$ cat src/rtl/display_source_scheduler.sv
// Round-robin time-sharing of the 8-digit display between N_REQ sources, with minimum dwell and button skip.
// Optional build macro DISP_LZB_EN enables leading-zero blanking of the displayed word.
module display_source_scheduler #(
   parameter int N_REQ     = 4,
   parameter int DWELL_CYC = 50000000
) (
   input  logic                  clk_g,
   input  logic                  rst,
   input  logic [N_REQ-1:0]      req,
   input  logic [32*N_REQ-1:0]   req_data,
   input  logic                  button,
   output logic [N_REQ-1:0]      grant,
   output logic [31:0]           disp_word,
   output logic [7:0]            disp_blank,
   output logic                  busy
);

   localparam int PTR_W = $clog2(N_REQ);
   localparam int CNT_W = $clog2(DWELL_CYC);
   localparam logic [CNT_W-1:0] CNT_LOAD = CNT_W'(DWELL_CYC - 1);
   localparam logic [PTR_W-1:0] PTR_RST  = PTR_W'(N_REQ - 1);
   localparam logic [N_REQ-1:0] ONE_HOT0 = {{(N_REQ-1){1'b0}}, 1'b1};

   typedef enum logic [0:0] {ST_IDLE = 1'b0, ST_SHOW = 1'b1} state_t;

   state_t             state_r, state_nxt_s;
   logic [PTR_W-1:0]   rr_ptr_r, rr_ptr_nxt_s;
   logic [CNT_W-1:0]   cnt_r, cnt_nxt_s;
   logic [N_REQ-1:0]   grant_r, grant_nxt_s;
   logic [31:0]        word_r, word_nxt_s;
   logic [7:0]         blank_r, blank_nxt_s;
   logic               busy_r, busy_nxt_s;
   logic [PTR_W:0]     srch_s;
   logic               found_s, other_s, expired_s;
   logic [PTR_W-1:0]   idx_s;

   // First requesting index strictly after ptr, wrapping; ptr itself is checked last.
   function automatic logic [PTR_W:0] find_next(input logic [N_REQ-1:0] r, input logic [PTR_W-1:0] ptr);
      logic             found;
      logic [PTR_W-1:0] idx;
      int               j;
      found = 1'b0;
      idx   = ptr;
      for (int k = 1; k <= N_REQ; k++) begin
         j = (int'(ptr) + k) % N_REQ;
         if (!found && r[j]) begin
            found = 1'b1;
            idx   = PTR_W'(j);
         end
      end
      return {found, idx};
   endfunction

`ifdef DISP_LZB_EN
   // Digit i dark when it and every higher digit are zero; digit 0 always lit.
   function automatic logic [7:0] lzb_mask(input logic [31:0] w);
      logic [7:0] m;
      logic       zero_above;
      m          = 8'h00;
      zero_above = 1'b1;
      for (int i = 7; i >= 1; i--) begin
         zero_above = zero_above & (w[4*i +: 4] == 4'h0);
         m[i]       = zero_above;
      end
      return m;
   endfunction
`endif

   assign srch_s    = find_next(req, rr_ptr_r);
   assign found_s   = srch_s[PTR_W];
   assign idx_s     = srch_s[PTR_W-1:0];
   assign other_s   = found_s && (idx_s != rr_ptr_r);
   assign expired_s = (cnt_r == {CNT_W{1'b0}});

   // State and registered outputs
   always_ff @(posedge clk_g) begin
      if (rst) begin
         state_r  <= ST_IDLE;
         rr_ptr_r <= PTR_RST;
         cnt_r    <= {CNT_W{1'b0}};
         grant_r  <= {N_REQ{1'b0}};
         word_r   <= 32'h0000_0000;
         blank_r  <= 8'hFF;
         busy_r   <= 1'b0;
      end else begin
         state_r  <= state_nxt_s;
         rr_ptr_r <= rr_ptr_nxt_s;
         cnt_r    <= cnt_nxt_s;
         grant_r  <= grant_nxt_s;
         word_r   <= word_nxt_s;
         blank_r  <= blank_nxt_s;
         busy_r   <= busy_nxt_s;
      end
   end

   // Next-state: leave SHOW only on expiry with nobody requesting
   always_comb begin
      state_nxt_s = state_r;
      case (state_r)
         ST_IDLE: begin
            if (found_s) state_nxt_s = ST_SHOW;
            else         state_nxt_s = ST_IDLE;
         end
         ST_SHOW: begin
            if (expired_s && !found_s) state_nxt_s = ST_IDLE;
            else                       state_nxt_s = ST_SHOW;
         end
         default: state_nxt_s = ST_IDLE;
      endcase
   end

   // Next values of pointer, dwell counter and display outputs
   always_comb begin
      rr_ptr_nxt_s = rr_ptr_r;
      cnt_nxt_s    = cnt_r;
      grant_nxt_s  = grant_r;
      word_nxt_s   = word_r;
      busy_nxt_s   = busy_r;
      case (state_r)
         ST_IDLE: begin
            if (found_s) begin
               rr_ptr_nxt_s = idx_s;
               cnt_nxt_s    = CNT_LOAD;
               grant_nxt_s  = ONE_HOT0 << idx_s;
               word_nxt_s   = req_data[32*int'(idx_s) +: 32];
               busy_nxt_s   = 1'b1;
            end else begin
               grant_nxt_s  = {N_REQ{1'b0}};
               word_nxt_s   = 32'h0000_0000;
               busy_nxt_s   = 1'b0;
            end
         end
         ST_SHOW: begin
            if (other_s && (expired_s || button)) begin
               rr_ptr_nxt_s = idx_s;
               cnt_nxt_s    = CNT_LOAD;
               grant_nxt_s  = ONE_HOT0 << idx_s;
               word_nxt_s   = req_data[32*int'(idx_s) +: 32];
            end else if (expired_s && found_s) begin
               cnt_nxt_s    = CNT_LOAD;
               word_nxt_s   = req_data[32*int'(rr_ptr_r) +: 32];
            end else if (expired_s) begin
               cnt_nxt_s    = {CNT_W{1'b0}};
               grant_nxt_s  = {N_REQ{1'b0}};
               word_nxt_s   = 32'h0000_0000;
               busy_nxt_s   = 1'b0;
            end else begin
               cnt_nxt_s    = cnt_r - {{(CNT_W-1){1'b0}}, 1'b1};
               if (req[rr_ptr_r]) word_nxt_s = req_data[32*int'(rr_ptr_r) +: 32];
               else               word_nxt_s = word_r;
            end
         end
         default: begin
            grant_nxt_s = {N_REQ{1'b0}};
            word_nxt_s  = 32'h0000_0000;
            busy_nxt_s  = 1'b0;
         end
      endcase
`ifdef DISP_LZB_EN
      if (state_nxt_s == ST_SHOW) blank_nxt_s = lzb_mask(word_nxt_s);
      else                        blank_nxt_s = 8'hFF;
`else
      if (state_nxt_s == ST_SHOW) blank_nxt_s = 8'h00;
      else                        blank_nxt_s = 8'hFF;
`endif
   end

   assign grant      = grant_r;
   assign disp_word  = word_r;
   assign disp_blank = blank_r;
   assign busy       = busy_r;

endmodule

$ cat config.mk
export PLATFORM = sky130hd
export DESIGN_NAME = display_source_scheduler
export DESIGN_NICKNAME = d
export VERILOG_FILES = /design/src/rtl/display_source_scheduler.sv
export SDC_FILE = /design/constraint.sdc
export NUM_CORES = 1
export LEC_CHECK = 0
export ABC_AREA = 1
export CORE_ASPECT_RATIO = 1.1
export CORE_UTILIZATION = 51
export CTS_CLUSTER_DIAMETER = 100
export DETAILED_ROUTE_END_ITERATION = 10
export GPL_TIMING_DRIVEN = 0
export PLACE_DENSITY = 0.95
export SYNTH_ARGS = -nofsm -noshare
export SYNTH_HDL_FRONTEND = slang
export SYNTH_SLANG_ARGS = --single-unit
$ cat constraint.sdc
create_clock -name clk_g -period 4.6 [get_ports clk_g]
set_input_delay 0.92 -clock clk_g [delete_from_list [all_inputs] [get_ports clk_g]]
set_output_delay 0.92 -clock clk_g [all_outputs]
set_load 0.02 [all_outputs]
==> results.sh, run 1 <==
export IMPL_grt_pass1_wl_um=34000
export IMPL_power_switching_uw=3440
export IMPL_drive_gt1_share_pct=7.92
export IMPL_grt_pass1_vias=6981
export IMPL_syn2layout_area_growth_pct=41.1
export IMPL_ant_nets=0
export IMPL_cp_arrival_ns=3.09
export IMPL_clockRootBuffer="clkbuf_16"
export IMPL_worst_slack_ns=1.77
export IMPL_cpPeakStageDelay_ns=0.47
export IMPL_diodes=0
export IMPL_fp_dieW_um=102
export IMPL_synth_seq_cells=67
export IMPL_cts_made_buffers=9
export IMPL_clkSinkCount=67
export IMPL_cp_required_ns=4.86
export IMPL_dp_hpwl_um=16400
export IMPL_switching_share_pct=54.7
export IMPL_dr_pass1_iters=8
export IMPL_syn_avg_cell_area_um2=5.94
export IMPL_h_tree_depth=3
export IMPL_worst_path_most_repeated_cell="nand2_1"
export IMPL_critPathMaxFanout=10
export IMPL_p_per_area_mw_per_mm2=797
export IMPL_cts_resized=0
export IMPL_p_leak_uw=0.00355
export IMPL_dieArea_mm2=0.0114
export IMPL_yosys_area_top_type="dfxtp_1"
export IMPL_final_common_cell="nand2_1"
export IMPL_post_route_period_util_pct=61.5
export IMPL_via_per_inst=5.93
export IMPL_cap_violations=0
export IMPL_cts_tree="yes"
export IMPL_drt_total_wl_um=22200
export IMPL_synthXorXnorAreaFrac_pct=1.72
export IMPL_synth_top_family_by_area="simple AND/OR/NAND/NOR gates"
export IMPL_drc=0
export IMPL_grt_max_degree=13
export IMPL_ys_warn_count=0
export IMPL_period_minus_slack_ns=2.83
export IMPL_clkTransAtPathRegs_ns=0.06
export IMPL_hold_violations=0
export IMPL_multi_input_area_mm2=0.00354
export IMPL_netlist_area_leader_share_pct=24.0
export IMPL_whs_path_depth=2
export IMPL_path_cells="clkdlybuf4s50_1 > inv_1 > nand2_1 > nand3_1 > nand2_1 > o21ai_0 > nand2_1 > nand2_2 > buf_2 > nand2_1 > nand2_1 > nand2_1 > nand2_1 > nand2_1 > a21oi_1"
export IMPL_syn_nets=1077
export IMPL_syn_area_mm2=0.00559
export IMPL_seq_area_frac_synth_pct=24.0
export IMPL_rows=39
export IMPL_synth_area_leaders="dfxtp_1 (24%), nand2_1 (23%), a21oi_1 (7.5%), inv_1 (5.7%), o31ai_1 (4.6%)"
export IMPL_grt_antenna_before_repair=0
export IMPL_synth_simple_area_share_pct=35.8
export IMPL_hp_start="grant[2]$_SDFFE_PP0P_"
export IMPL_fin_tns_setup_ns=0
export IMPL_worstSkewPairLatency_ns=0.34
export IMPL_synth_mux_area_share_pct=0
export IMPL_fp_coreArea_mm2=0.0105
export IMPL_slew_headroom_pct=47.8
export IMPL_crit_path_start_kind="input port"
export IMPL_postCtsSetupBuffers=0
export IMPL_power_frac_clock_pct=12.1
export IMPL_synth_async_reset_ratio_pct=0
export IMPL_via_count=7590
export IMPL_nFillCells=836
export IMPL_synth_ff_type="dfxtp_1"
export IMPL_path_buf_inv=3
export IMPL_ios=180
export IMPL_overflow=0
export IMPL_synth_edff_count=0
export IMPL_rsz0062_at_grt="no"
export IMPL_layout_cells_non_filler=1279
export IMPL_holdWs_ns=0.463
export IMPL_p_int_uw=2850
export IMPL_io_buffers=179
export IMPL_clock_skew_ns=0.00599
export IMPL_worst_r2r_path_depth=13
export IMPL_pwr_share_seq_pct=14.3
export IMPL_cp_slowest_cell="clkdlybuf4s50_1"
export IMPL_r2r_end="cnt_r[15]$_SDFFE_PP0P_"
export IMPL_cts_buffer_depth=2
export IMPL_synth_fa_ha_area_share_pct=0.224
export IMPL_maxSlewViolCount=0
export IMPL_r2r_start="cnt_r[0]$_SDFFE_PP0P_"
export IMPL_synth_cells=941
export IMPL_outcome="completed"
export IMPL_initial_core_util_pct=53.1
export IMPL_layout_common_cells="nand2_1 (339), clkdlybuf4s50_1 (179), inv_1 (85), a21oi_1 (84), dfxtp_1 (67)"
export IMPL_ff_latch_area_mm2=0.00134
export IMPL_p_comb_share_pct=73.6
export IMPL_dp_worst_setup_slack_ns=1.50
export IMPL_setup_viol=0
export IMPL_end_kind="register"
export IMPL_place_inst=1263
export IMPL_critPathKind="in -> reg"
export IMPL_cp_top_family="simple AND/OR/NAND/NOR gates"
export IMPL_synth_compound_area_share_pct=25.7
export IMPL_hold_buffers=0
export IMPL_timing_fmax_mhz=353
export IMPL_wl_per_cell_um=17.3
export IMPL_hold_end="grant[2]$_SDFFE_PP0P_"
export IMPL_synthDistinctLibCells=36
export IMPL_worstMarginPinSlew_ns=0.782
export IMPL_hold_path_class="reg -> reg"
export IMPL_gp_congestion=0.977
export IMPL_ff2ff_setup_slack_ns=1.83
export IMPL_drt_iter0_drc=905
export IMPL_grt_util_all_layers_pct=38.5
export IMPL_vdd_drop_max_uv=563
export IMPL_die_h_um=112
export IMPL_nets=1267
==> flip-flops by register name, summed over array words and instances, names as in the netlist <==
signal	count
disp_word	32
rr_ptr_r	2
disp_blank	1
state_r	1
busy	1
cnt_r	26
grant	4
==> stage by stage <==
stage / power (uW) / cell area, um^2 / utilization [%]
after global placement: 5220 / 7560 / 71.7
final: 6290 / 7890 / 74.9
after floorplan: 3950 / 5590 / -
after global routing: 6650 / 7890 / 74.9
after CTS: 6100 / 7890 / 74.9
after detailed placement: 5300 / 7560 / 71.7
==> worst max path at each step <==
stage                start                         end  slack [ns]  cells after the start
floorplan           req[3]  disp_word[13]$_SDFFE_PP0P_        2.28                     14
detailed placement  req[0]  disp_word[14]$_SDFFE_PP0P_        1.50                     16
global route        req[0]  disp_word[22]$_SDFFE_PP0P_        1.55                     15
global placement    req[0]  disp_word[14]$_SDFFE_PP0P_        1.53                     16
finish              req[2]  disp_word[31]$_SDFFE_PP0P_        1.77                     15
CTS                 req[0]  disp_word[14]$_SDFFE_PP0P_        1.82                     16
==> power groups by stage <==
stage	Clock [uW]	Combinational, uW	Sequential [uW]
2_1_floorplan	0	2950	999
3_3_place_gp	0	4320	898
3_5_place_dp	0	4400	897
6_report	760	4630	899
5_1_grt	782	4960	911
4_1_cts	756	4450	891
==> synthesized netlist by cell type (4+ instances only) <==
| cell | count |
|---|---|
| a21oi_1 | 84 |
| a22oi_1 | 27 |
| buf_2 | 16 |
| buf_4 | 18 |
| buf_6 | 6 |
| clkbuf_1 | 22 |
| dfxtp_1 | 67 |
| inv_1 | 85 |
| inv_2 | 6 |
| nand2_1 | 339 |
| nand2_2 | 12 |
| nand3_1 | 44 |
| nand4_1 | 11 |
| nor2_1 | 45 |
| nor2_2 | 5 |
| nor2_4 | 4 |
| nor3_1 | 7 |
| o2111ai_1 | 11 |
| o211ai_1 | 16 |
| o21ai_0 | 44 |
| o21ai_1 | 5 |
| o22ai_1 | 4 |
| o31ai_1 | 34 |
| xor2_1 | 11 |
==> cell type report <==
type                            count  share of cell area (%)
Buffer                             62                    4.63
Clock buffer                       10                    3.03
Clock inverter                      6                    1.13
Inverter                           91                    4.33
Multi-Input combinational cell    721                    44.9
Sequential cell                    67                    17.0
Tap cell                          143                    2.27
Timing Repair Buffer              179                    22.7
==> per-layer routing <==
layer	routed length (um)	vias to the layer above	part of all wire [%]	global-route usage, %
met5	0	-	0	0
met1	7890	3318	36	45.9
met3	2860	124	13	8.22
met4	1340	0	6.1	25.8
li1	-	3517	-	-
met2	10100	631	45	61.5
==> cell families (layout without fill, tap and decap cells) <==
family / count (synthesis) / in the layout
flip-flops: 67 / 67
XOR/XNOR: 11 / 11
AND/OR/NAND/NOR: 475 / 475
adder cells (fa/ha/maj): 1 / 1
AO/OA/AOI/OAI: 234 / 234
buffers and inverters: 153 / 348
==> worst register-to-register path, stage by stage, from the launching register on <==
cell      delay (ns)
dfxtp_1         0.36
inv_1           0.11
ha_1            0.23
nand2_1         0.12
nor2_2          0.27
nand2_1         0.19
nor2_1          0.24
nand2_1         0.16
nor2_1          0.19
nand2_1         0.13
o21ai_2         0.21
buf_4           0.21
nor2_1          0.06
a211oi_1        0.19
Note: power is estimated with default switching activity, not from simulation.
==> run 2: changes to the inputs <==
- CORE_UTILIZATION: 51 -> 48
- PLACE_DENSITY: 0.95 -> 0.91
- clock period: 4.6 -> 2.8 ns (I/O delays scaled with it)
==> results.sh, run 2 (synthesis gave the netlist of run 1 again) <==
export IMPL_outcome="completed"
export IMPL_grt_pass1_vias=6949
export IMPL_grt_antenna_before_repair=0
export IMPL_drive_gt1_share_pct=7.92
export IMPL_cp_required_ns=3.05
export IMPL_die_h_um=115
export IMPL_cts_buffer_depth=2
export IMPL_slew_headroom_pct=46.5
export IMPL_fin_tns_setup_ns=0
export IMPL_largest_reg_flops=32
export IMPL_crit_path_start_kind="register"
export IMPL_initial_core_util_pct=50.3
export IMPL_holdWs_ns=0.480
export IMPL_ff2ff_setup_slack_ns=0.18
export IMPL_cp_arrival_ns=2.87
export IMPL_fp_coreArea_mm2=0.0111
export IMPL_gp_congestion=0.935
export IMPL_r2r_end="cnt_r[5]$_SDFFE_PP0P_"
export IMPL_power_frac_clock_pct=11.3
export IMPL_h_tree_depth=3
export IMPL_cts_tree="yes"
export IMPL_rows=40
export IMPL_timing_fmax_mhz=382
export IMPL_power_switching_uw=5660
export IMPL_cts_made_buffers=9
export IMPL_grt_max_degree=13
export IMPL_ant_nets=0
export IMPL_final_common_cell="nand2_1"
export IMPL_hold_end="grant[2]$_SDFFE_PP0P_"
export IMPL_via_count=7584
export IMPL_drt_total_wl_um=22000
export IMPL_p_leak_uw=0.00354
export IMPL_maxSlewViolCount=0
export IMPL_via_per_inst=5.91
export IMPL_dr_pass1_iters=6
export IMPL_hold_path_class="reg -> reg"
export IMPL_nets=1268
export IMPL_layout_common_cells="nand2_1 (339), clkdlybuf4s50_1 (179), inv_1 (85), a21oi_1 (84), dfxtp_1 (67)"
export IMPL_dp_hpwl_um=16100
export IMPL_clkTransAtPathRegs_ns=0.06
export IMPL_setup_viol=0
export IMPL_clock_skew_ns=0.00810
export IMPL_diodes=0
export IMPL_pwr_share_seq_pct=14.5
export IMPL_fp_dieW_um=105
export IMPL_grt_pass1_wl_um=34100
export IMPL_hp_start="grant[2]$_SDFFE_PP0P_"
export IMPL_switching_share_pct=55.3
export IMPL_drc=0
export IMPL_io_buffers=179
export IMPL_grt_util_all_layers_pct=35.9
export IMPL_worstSkewPairLatency_ns=0.34
export IMPL_whs_path_depth=2
export IMPL_post_route_period_util_pct=93.6
export IMPL_overflow=0
export IMPL_r2r_start="cnt_r[0]$_SDFFE_PP0P_"
export IMPL_rsz0062_at_grt="no"
export IMPL_worst_r2r_path_depth=13
export IMPL_end_kind="register"
export IMPL_period_minus_slack_ns=2.62
export IMPL_clockRootBuffer="clkbuf_16"
export IMPL_wl_per_cell_um=17.2
export IMPL_worstMarginPinSlew_ns=0.802
export IMPL_p_int_uw=4560
export IMPL_p_comb_share_pct=74.2
export IMPL_clkSinkCount=67
export IMPL_drt_iter0_drc=931
export IMPL_dieArea_mm2=0.0121
export IMPL_p_per_area_mw_per_mm2=1300
export IMPL_vdd_drop_max_uv=1070
export IMPL_cap_violations=0
export IMPL_critPathMaxFanout=10
export IMPL_critPathKind="reg -> reg"
export IMPL_syn2layout_area_growth_pct=40.8
export IMPL_ios=180
export IMPL_hold_violations=0
-- run 2: metrics by stage --
| step | total power (uW) | instances | setup slack, ns | area (um^2) | util, % |
|---|---|---|---|---|---|
| after floorplan | 6490 | 941 | 0.765 | 5590 | - |
| after global placement | 8610 | 1267 | 0.0425 | 7570 | 68.1 |
| after detailed placement | 8700 | 1267 | 0.0163 | 7570 | 68.1 |
| after CTS | 9920 | 1283 | 0.149 | 7860 | 70.8 |
| after global routing | 10900 | 1284 | 0.000224 | 7870 | 70.9 |
| final | 10200 | 1284 | 0.179 | 7870 | 70.9 |
-- run 2: what timing repair did --
action	CTS	global route
resized for setup	0	1
setup endpoints to repair	0	31
setup buffers	0	1
hold buffers	0	0
-- run 2: area by class of cell --
cell class	instances	area (um^2)
Sequential cell	67	1340
Timing Repair Buffer	180	1800
Fill cell	953	3240
Tap cell	147	184
Buffer	62	365
Clock inverter	6	65.1
Clock buffer	10	229
Inverter	91	342
Multi-Input combinational cell	721	3550
-- run 2: power by group through the flow --
stage               registers [uW]  logic [uW]  clock network (uW)
floorplan                     1640        4850                   0
global placement              1480        7130                   0
detailed placement            1480        7220                   0
CTS                           1470        7310                1140
global route                  1500        8180                1200
finish                        1480        7580                1160
-- run 2: worst max path at each step --
stage                                 end  cells after the start  slack, ns             startpoint
2_1_floorplan       cnt_r[5]$_SDFFE_PP0P_                     13       0.76  cnt_r[0]$_SDFFE_PP0P_
3_3_place_gp   disp_word[14]$_SDFFE_PP0P_                     16       0.04                 req[0]
3_5_place_dp   disp_word[14]$_SDFFE_PP0P_                     16       0.02                 req[0]
4_1_cts            cnt_r[24]$_SDFFE_PP0P_                     13       0.15  cnt_r[0]$_SDFFE_PP0P_
5_1_grt             cnt_r[5]$_SDFFE_PP0P_                     13     0.0002  cnt_r[0]$_SDFFE_PP0P_
6_report            cnt_r[5]$_SDFFE_PP0P_                     13       0.18  cnt_r[0]$_SDFFE_PP0P_
-- run 2: worst max-delay path: stages (launching register included) --
cell,delay (ns)
dfxtp_1,0.35
inv_1,0.11
ha_1,0.23
nand2_1,0.16
nor2_4,0.20
nand2_1,0.14
nor2_1,0.19
nand2_1,0.15
nor2_1,0.18
nand2_1,0.13
o21ai_2,0.20
buf_4,0.22
a21oi_1,0.06
a211oi_1,0.20
-- run 2: per-layer routing --
layer / track usage (%) / vias up / share of wire (%)
met5: 0 / - / 0
met4: 23.7 / 0 / 6.3
met3: 7.54 / 123 / 13
met2: 60.2 / 614 / 45
met1: 41.8 / 3335 / 35
li1: - / 3512 / -
==> run 3: changes to the inputs <==
- CELL_PAD_IN_SITES_DETAIL_PLACEMENT: default -> 1
- CELL_PAD_IN_SITES_GLOBAL_PLACEMENT: default -> 1
- CORE_UTILIZATION: 48 -> 32
- clock period: 2.8 -> 2.79 ns (I/O delays scaled with it)
==> results.sh, run 3 (synthesis gave the netlist of run 1 again) <==
export IMPL_outcome="completed"
export IMPL_dp_hpwl_um=19600
export IMPL_maxSlewViolCount=0
export IMPL_setup_viol=0
export IMPL_final_common_cell="nand2_1"
export IMPL_timing_fmax_mhz=383
export IMPL_worstMarginPinSlew_ns=0.750
export IMPL_wl_per_cell_um=18.6
export IMPL_slew_headroom_pct=50.0
export IMPL_crit_path_start_kind="register"
export IMPL_drc=0
export IMPL_cts_buffer_depth=2
export IMPL_clockRootBuffer="clkbuf_16"
export IMPL_post_route_period_util_pct=93.6
export IMPL_placed_cell_area_mm2=0.00768
export IMPL_die_h_um=141
export IMPL_critPathMaxFanout=10
export IMPL_syn2layout_area_growth_pct=43.0
export IMPL_diodes=0
export IMPL_nFillCells=2283
export IMPL_grt_max_degree=11
export IMPL_place_inst=1354
export IMPL_dr_pass1_iters=5
export IMPL_post_route_cell_area_mm2=0.00800
export IMPL_period_minus_slack_ns=2.61
export IMPL_cp_required_ns=3.04
export IMPL_worstSkewPairLatency_ns=0.34
export IMPL_drt_total_wl_um=25600
export IMPL_dieArea_mm2=0.0180
export IMPL_ff_latch_area_mm2=0.00134
export IMPL_clkTransAtPathRegs_ns=0.06
export IMPL_end_kind="register"
export IMPL_cts_tree="yes"
export IMPL_fp_coreArea_mm2=0.0171
export IMPL_cp_arrival_ns=2.86
export IMPL_grt_pass1_wl_um=39600
export IMPL_layout_cells_non_filler=1371
export IMPL_clkSinkCount=67
export IMPL_layout_common_cells="nand2_1 (338), clkdlybuf4s50_1 (179), inv_1 (85), a21oi_1 (84), dfxtp_1 (67)"
export IMPL_totalPowerFinal_uw=10400
export IMPL_nets=1268
export IMPL_initial_core_util_pct=32.7
export IMPL_p_leak_uw=0.00355
export IMPL_fin_tns_setup_ns=0
export IMPL_gp_congestion=0.921
export IMPL_clock_skew_ns=0.00646
export IMPL_grt_pass1_vias=7636
export IMPL_largest_reg_flops=32
export IMPL_hold_buffers=0
export IMPL_cts_made_buffers=9
export IMPL_io_buffers=179
export IMPL_rows=50
export IMPL_vdd_drop_max_uv=719
export IMPL_via_per_inst=5.43
export IMPL_hold_path_class="reg -> reg"
export IMPL_drive_gt1_share_pct=8.00
export IMPL_grt_util_all_layers_pct=28.5
export IMPL_via_count=7441
export IMPL_cap_violations=0
export IMPL_grt_antenna_before_repair=0
export IMPL_p_per_area_mw_per_mm2=1310
export IMPL_h_tree_depth=3
export IMPL_ios=180
export IMPL_overflow=0
export IMPL_fp_dieW_um=128
export IMPL_ant_nets=0
export IMPL_critPathKind="reg -> reg"
export IMPL_hold_violations=0
export IMPL_holdWs_ns=0.487
export IMPL_multi_input_area_mm2=0.00356
export IMPL_drt_iter0_drc=446
==> run 3: path summary, 6_finish.rpt <==
path / start / endpoint / slack (ns) / cells after the start
worst min-delay path: cnt_r[9]$_SDFFE_PP0P_ / cnt_r[9]$_SDFFE_PP0P_ / 0.49 / 2
worst max-delay path: cnt_r[0]$_SDFFE_PP0P_ / cnt_r[6]$_SDFFE_PP0P_ / 0.18 / 13
worst max register to register: cnt_r[0]$_SDFFE_PP0P_ / cnt_r[6]$_SDFFE_PP0P_ / 0.18 / 13
worst min register to register: cnt_r[9]$_SDFFE_PP0P_ / cnt_r[9]$_SDFFE_PP0P_ / 0.49 / 2
==> run 3: cell type report <==
| class | count | share of cell area [%] |
|---|---|---|
| clock buffer | 15 | 3.60 |
| multi-input combinational | 721 | 44.6 |
| sequential | 67 | 16.8 |
| buffer | 62 | 4.58 |
| tap | 234 | 3.66 |
| timing repair buffer | 180 | 22.5 |
| inverter | 91 | 4.27 |
| clock inverter | 1 | 0.0626 |
==> run 3: stage by stage <==
| step | util (%) | setup WS (ns) |
|---|---|---|
| after floorplan | - | 0.755 |
| final | 46.8 | 0.179 |
| after detailed placement | 44.9 | -0.115 |
| after global routing | 46.8 | -0.00750 |
| after global placement | 44.9 | -0.0373 |
| after CTS | 46.7 | 0.0685 |
==> run 3: what timing repair did <==
| item | in CTS | in global routing |
|---|---|---|
| setup buffers | 1 | 0 |
| setup endpoints to repair | 2 | 22 |
| pin swaps | 1 | 1 |
| resized for setup | 0 | 6 |
==> run 3: per-layer routing <==
metal  track usage, %  vias to the layer above  part of all wire (%)
met2             49.8                      335                    49
met3             5.05                       73                   6.6
met5                0                        -                     0
met4             12.9                        0                   3.8
li1                 -                     3502                     -
met1             33.7                     3531                    41
==> run 3: worst max-delay path, cell delays in order, from the launching register on <==
cell      delay [ns]
dfxtp_1         0.36
inv_1           0.12
ha_1            0.22
nand2_1         0.14
nor2_4          0.18
nand2_1         0.14
nor2_1          0.17
nand2_1         0.16
nor2_1          0.21
nand2_2         0.14
o21ai_4         0.21
buf_4           0.21
a21oi_1         0.06
a211oi_1        0.20
==> run 3: report_power, final <==
part	switching, uW	internal (uW)	total, uW
Sequential	263	1250	1510
Combinational	5150	2650	7790
Clock	437	699	1140
